<file path="src/rtl/matrix_keypad_scan.sv">
// Row-scanned key matrix with per-key debounce, press/release event FIFO and sticky overflow.
// Define KPD_REPEAT_EN to add auto-repeat of the lowest-index held key (REP_DELAY/REP_RATE in frames).
module matrix_keypad_scan #(
    parameter int ROWS       = 4,
    parameter int COLS       = 4,
    parameter int SCAN_DIV   = 60000,
    parameter int DEB_N      = 2,
    parameter int FIFO_DEPTH = 4
`ifdef KPD_REPEAT_EN
    ,
    parameter int REP_DELAY  = 25,
    parameter int REP_RATE   = 5
`endif
) (
    input  logic                          clk,
    input  logic                          rstn,
    input  logic [COLS-1:0]               col,
    output logic [ROWS-1:0]               row,
    output logic [ROWS*COLS-1:0]          key_state,
    output logic                          evt_valid,
    input  logic                          evt_ready,
    output logic [$clog2(ROWS*COLS)-1:0]  evt_code,
    output logic                          evt_press,
    output logic                          evt_repeat,
    output logic                          overflow,
    input  logic                          ovf_clr
);
    localparam int KEYS      = ROWS * COLS;
    localparam int CW        = $clog2(KEYS);
    localparam int RW        = $clog2(ROWS);
    localparam int CLW       = $clog2(COLS);
    localparam int CNTW      = $clog2(SCAN_DIV);
    localparam int AW        = $clog2(FIFO_DEPTH);
    localparam int SAMPLE_AT = SCAN_DIV - COLS - 2;
    localparam int EVAL_LO   = SCAN_DIV - COLS - 1;
`ifdef KPD_REPEAT_EN
    localparam int EW        = CW + 2;
    localparam int RPW       = 16;
`else
    localparam int EW        = CW + 1;
`endif

    logic [CNTW-1:0]              cnt_q, cnt_d;
    logic [ROWS-1:0]              row_q, row_d;
    logic [RW-1:0]                ridx_q, ridx_d;
    logic [COLS-1:0]              sync1_q, sync2_q;
    logic [KEYS-1:0][DEB_N-1:0]   hist_q, hist_d;
    logic [KEYS-1:0]              key_q, key_d;
    logic [FIFO_DEPTH-1:0][EW-1:0] mem_q, mem_d;
    logic [AW:0]                  wp_q, wp_d, rp_q, rp_d;
    logic                         ovf_q, ovf_d;

    logic            wrap, sample_en, eval_en;
    logic [CNTW-1:0] eval_off;
    logic [CLW-1:0]  eval_col;
    logic            push, push_press;
    logic [CW-1:0]   push_code;
    logic [EW-1:0]   entry, head;
    logic            empty, full, pop, accept, drop;
`ifdef KPD_REPEAT_EN
    logic [RPW-1:0]  rep_q, rep_d;
    logic            first_q, first_d;
    logic            push_rep, held_any;
    logic [CW-1:0]   held_idx;
`endif

    always_comb begin
        wrap      = (cnt_q == CNTW'(SCAN_DIV - 1));
        sample_en = (cnt_q == CNTW'(SAMPLE_AT));
        eval_en   = (cnt_q >= CNTW'(EVAL_LO)) && (cnt_q <= CNTW'(SCAN_DIV - 2));
        eval_off  = cnt_q - CNTW'(EVAL_LO);
        eval_col  = eval_off[CLW-1:0];

        cnt_d  = wrap ? '0 : cnt_q + 1'b1;
        row_d  = row_q;
        ridx_d = ridx_q;
        if (wrap) begin
            row_d  = {row_q[ROWS-2:0], row_q[ROWS-1]};
            ridx_d = (ridx_q == RW'(ROWS - 1)) ? '0 : ridx_q + 1'b1;
        end

        // Only the currently driven row is sampled, then evaluated one column per cycle
        hist_d     = hist_q;
        key_d      = key_q;
        push       = 1'b0;
        push_press = 1'b0;
        push_code  = '0;
        for (int r = 0; r < ROWS; r++) begin
            for (int c = 0; c < COLS; c++) begin
                if (ridx_q == RW'(r)) begin
                    if (sample_en)
                        hist_d[r*COLS+c] = DEB_N'({hist_q[r*COLS+c], ~sync2_q[c]});
                    if (eval_en && eval_col == CLW'(c)) begin
                        if ((&hist_q[r*COLS+c]) && !key_q[r*COLS+c]) begin
                            key_d[r*COLS+c] = 1'b1;
                            push            = 1'b1;
                            push_press      = 1'b1;
                            push_code       = CW'(r*COLS+c);
                        end else if (!(|hist_q[r*COLS+c]) && key_q[r*COLS+c]) begin
                            key_d[r*COLS+c] = 1'b0;
                            push            = 1'b1;
                            push_press      = 1'b0;
                            push_code       = CW'(r*COLS+c);
                        end
                    end
                end
            end
        end

`ifdef KPD_REPEAT_EN
        held_any = 1'b0;
        held_idx = '0;
        for (int i = KEYS - 1; i >= 0; i--) begin
            if (key_q[i]) begin
                held_any = 1'b1;
                held_idx = CW'(i);
            end
        end
        // Timer counts slot wraps; a key change never coincides with a wrap
        push_rep = 1'b0;
        rep_d    = rep_q;
        first_d  = first_q;
        if (push || !held_any) begin
            rep_d   = '0;
            first_d = 1'b1;
        end else if (wrap) begin
            if (rep_q == RPW'(first_q ? REP_DELAY * ROWS : REP_RATE * ROWS)) begin
                push       = 1'b1;
                push_rep   = 1'b1;
                push_press = 1'b1;
                push_code  = held_idx;
                rep_d      = RPW'(1);
                first_d    = 1'b0;
            end else begin
                rep_d = rep_q + 1'b1;
            end
        end
        entry = {push_code, push_press, push_rep};
`else
        entry = {push_code, push_press};
`endif

        empty  = (wp_q == rp_q);
        full   = (wp_q[AW] != rp_q[AW]) && (wp_q[AW-1:0] == rp_q[AW-1:0]);
        pop    = !empty && evt_ready;
        accept = push && (!full || pop);
        drop   = push && full && !pop;
        wp_d   = accept ? wp_q + 1'b1 : wp_q;
        rp_d   = pop ? rp_q + 1'b1 : rp_q;
        mem_d  = mem_q;
        if (accept)
            mem_d[wp_q[AW-1:0]] = entry;
        ovf_d  = drop ? 1'b1 : (ovf_clr ? 1'b0 : ovf_q);
        head   = mem_q[rp_q[AW-1:0]];
    end

    always_ff @(posedge clk or negedge rstn) begin
        if (!rstn) begin
            cnt_q   <= '0;
            row_q   <= {{(ROWS-1){1'b1}}, 1'b0};
            ridx_q  <= '0;
            sync1_q <= '1;
            sync2_q <= '1;
            hist_q  <= '0;
            key_q   <= '0;
            wp_q    <= '0;
            rp_q    <= '0;
            ovf_q   <= 1'b0;
`ifdef KPD_REPEAT_EN
            rep_q   <= '0;
            first_q <= 1'b1;
`endif
        end else begin
            cnt_q   <= cnt_d;
            row_q   <= row_d;
            ridx_q  <= ridx_d;
            sync1_q <= col;
            sync2_q <= sync1_q;
            hist_q  <= hist_d;
            key_q   <= key_d;
            wp_q    <= wp_d;
            rp_q    <= rp_d;
            ovf_q   <= ovf_d;
`ifdef KPD_REPEAT_EN
            rep_q   <= rep_d;
            first_q <= first_d;
`endif
        end
    end

    // Storage needs no reset: head fields are masked while the queue is empty
    always_ff @(posedge clk) begin
        mem_q <= mem_d;
    end

    assign row       = row_q;
    assign key_state = key_q;
    assign overflow  = ovf_q;
    assign evt_valid = !empty;
    assign evt_code  = evt_valid ? head[EW-1 -: CW] : '0;
    assign evt_press = evt_valid & head[EW-1-CW];
`ifdef KPD_REPEAT_EN
    assign evt_repeat = evt_valid & head[0];
`else
    assign evt_repeat = 1'b0;
`endif
endmodule
</file>
<file path="config.mk">
export PLATFORM = sky130hd
export DESIGN_NAME = matrix_keypad_scan
export DESIGN_NICKNAME = d
export VERILOG_FILES = /design/src/rtl/matrix_keypad_scan.sv
export SDC_FILE = /design/constraint.sdc
export NUM_CORES = 1
export LEC_CHECK = 0
export BUFFER_PORTS_ARGS = -buffer_cell sky130_fd_sc_hd__buf_2
export CAP_MARGIN = 20
export CORE_MARGIN = 1.5
export CORE_UTILIZATION = 57
export DETAILED_ROUTE_END_ITERATION = 10
export PLACE_DENSITY_LB_ADDON = 0.12
export SLEW_MARGIN = 20
export SYNTH_ARGS = -nofsm -noshare
export SYNTH_HDL_FRONTEND = slang
export SYNTH_SLANG_ARGS = --single-unit
</file>
<file path="constraint.sdc">
create_clock -name clk -period 3.8 [get_ports clk]
set_input_delay 0.76 -clock clk [delete_from_list [all_inputs] [get_ports clk]]
set_output_delay 0.76 -clock clk [all_outputs]
set_load 0.03 [all_outputs]
</file>
==> impl_metrics.py <==
metrics = {
    "status": {
        "outcome": "completed",
    },
    "floorplan": {
        "start_util_pct": 58.3,
        "dieArea_um2": 10600,
        "die_width_um": 103,
        "floorplan.die.height_um": 103,
        "ios": 36,
        "std_cell_rows": 36,
        "core_area_um2": 9730,
    },
    "logic_synthesis": {
        "syn_avg_cell_area_um2": 10.2,
        "synth_edf_count": 20,
        "synth-seq-cells": 105,
        "async_reset_ff_share_pct": 81.0,
        "synth_top_area_cell": "dfrtp_1",
        "ys_top_cells_by_area": "dfrtp_1 33%, edfxtp_1 11%, dfstp_2 5.1%, mux2_2 4.6%, o21ai_0 4.3%",
        "ys.warnings.count": 0,
        "synth_flop_cell": "dfrtp_1",
        "ys_seq_area_share_pct": 48.3,
        "synth_cells": 556,
        "syn_area_um2": 5670,
        "yosys.area.top_type_share_pct": 32.7,
        "synth_nets": 577,
        "synth_cell_type_count": 66,
    },
    "placement": {
        "place_congestion": 0.961,
        "hpwlAfterDp_um": 9810,
        "port_buffers": 34,
    },
    "setup_path": {
        "path_cells": "inv_1, ha_1, o21ai_0, nor4_1, and2_1, nand3_1, nand2_1, o21ai_2, nor2_1",
        "startpoint_type": "flop",
        "crit_fanout": 8,
        "critPathSlowestCell": "nor4_1",
        "crit_arrival_ns": 3.39,
        "path_class": "reg -> reg",
        "required_ns": 3.84,
        "max_stage_delay_ns": 0.50,
        "crit_path_end_kind": "flop",
    },
    "cells_and_area": {
        "nets": 611,
        "diodes": 0,
        "final_common_cell": "dfrtp_1",
        "final_util_pct": 64.0,
        "final_cell_mix": "74 x dfrtp_1, 54 x nand2_1, 49 x o21ai_0",
        "syn_to_final_growth_pct": 9.77,
        "layout-drive-gt1-share_pct": 19.7,
    },
    "clocking": {
        "cts_resized": 0,
        "clk_pin_slew_ns": 0.09,
        "root_buffer": "clkbuf_8",
        "cts_sinks": 105,
        "cts_tree": "done",
        "clkLatencyLatePin_ns": 0.38,
        "cts_setup_buffers": 0,
        "numCtsBuffers": 9,
        "cts-hold-fix-buffers": 0,
        "cts.path.max_buffers": 2,
        "cts_max_level": 3,
    },
    "pwr": {
        "power_density_nw_per_um2": 308,
        "power_frac_seq_pct": 60.2,
        "clkPwrFrac_pct": 38.6,
        "report.power.total_mw": 1.92,
        "power.switching_uw": 399,
        "ir_worst_vdd_uv": 298,
        "swShare_pct": 20.8,
        "leakage_nw": 2.63,
        "combPwrFrac_pct": 1.2,
        "p_int_mw": 1.52,
    },
    "route": {
        "viasPerCell": 6.16,
        "ant_nets": 0,
        "drcViolationCount": 0,
        "firstDrtPassIters": 6,
        "routed_wl_um": 13300,
        "wire_per_inst_um": 18.3,
        "vias": 4481,
        "drt_iter0_drc": 323,
    },
    "global_route": {
        "grt_overflow_total": 0,
        "antenna_found_initial": 0,
        "grt_pass1_wl_um": 21300,
        "grtUsageTotal_pct": 26.9,
        "grt_max_degree": 47,
        "first_global_vias": 4255,
    },
    "sta": {
        "fmax_mhz": 298,
        "setup-violations-final": 0,
        "fin_crit_ns": 3.35,
        "period_share_pct": 88.2,
        "holdWs_ns": 0.356,
        "worstMarginPinSlew_ns": 0.913,
        "clock_skew_ns": 0.0131,
        "slew_headroom_pct": 39.0,
        "hold_viol": 0,
        "rsz0062_at_grt": "no",
        "setup-tns-final_ns": 0,
        "maxSlewViolCount": 0,
    },
    "job": {
        "drv_cap": 0,
    },
    "hold_path": {
        "hp-class": "in -> async",
    },
}
-- metrics by stage --
step	worst slack [ns]	instances	instance area, um^2
3_3_place_gp	0.603	712	6000
3_5_place_dp	0.454	712	6000
5_1_grt	0.139	728	6220
6_report	0.448	728	6220
4_1_cts	0.430	728	6220
2_1_floorplan	1.05	556	5670
-- critical path: cells and delay by family, from the launching register on --
kind / cells / cell delay (ns)
compound gates: 2 / 0.41
simple gates: 5 / 1.62
buf+inv: 1 / 0.11
fa+ha+maj: 1 / 0.42
flops: 1 / 0.45
-- cell families after synthesis --
family                     Yosys count  share of synthesized area, %
AOI/OAI and AO/OA                  121                          13.7
xor gates and xnor gates            17                          2.63
adders and majority gates           13                          2.87
buffers and inverters               45                          3.13
DFF                                105                          48.3
muxes                               28                          6.55
other                                1                        0.0661
and+or+nand+nor                    226                          22.7
-- power groups by stage --
stage                     clock network, mW  registers [mW]  logic [mW]
final                                 0.741            1.15      0.0235
after global routing                  0.800            1.15      0.0280
after CTS                             0.762            1.15      0.0250
after detailed placement                  0            1.18      0.0249
after global placement                    0            1.18      0.0244
after floorplan                           0            1.17     0.00211
-- cell usage after synthesis (all sizes together), types with 13 or more instances --
cell    count
dfrtp      74
nand2      54
o21ai      50
nor2       41
mux2       23
inv        22
edfxtp     20
nand4      20
clkbuf     19
nand3      19
a21oi      18
nor2b      15
a31oi      14
ha         13
-- worst paths after layout --
path | cells after the start | end | start | slack [ns]
max reg2reg | 9 | mem_q[4] | cnt_q[1] | 0.45
min | 1 | cnt_q[11] | rstn | 0.36
max | 9 | mem_q[4] | cnt_q[1] | 0.45
min reg2reg | 0 | sync2_q[2] | sync1_q[2] | 0.36
max in group asynchronous | 2 | sync2_q[2] | rstn | 2.67
min in group clk | 0 | sync2_q[2] | sync1_q[2] | 0.36
-- flip-flops by register name, summed over array words and instances, names as in the netlist --
register   flops
rp_q           3
mem_q         20
key_state     16
cnt_q         16
wp_q           3
hist_q        32
sync1_q        4
ridx_q         2
sync2_q        4
overflow       1
row            4
-- area by class of cell --
class | count | area (um^2)
sequential | 105 | 2740
clock buffer | 11 | 163
multi-input combinational | 406 | 2750
tap | 133 | 166
inverter | 22 | 82.6
clock inverter | 5 | 57.6
timing repair buffer | 46 | 263
fill | 810 | 3500
-- layer usage --
layer / wire (um) / vias up / GRT usage (%)
li1: - / 2114 / -
met1: 5730 / 2161 / 34.6
met2: 6190 / 159 / 42.5
met3: 780 / 47 / 5.36
met4: 602 / 0 / 15.6
met5: 0 / - / 0
(Power assumes the default switching activity.)
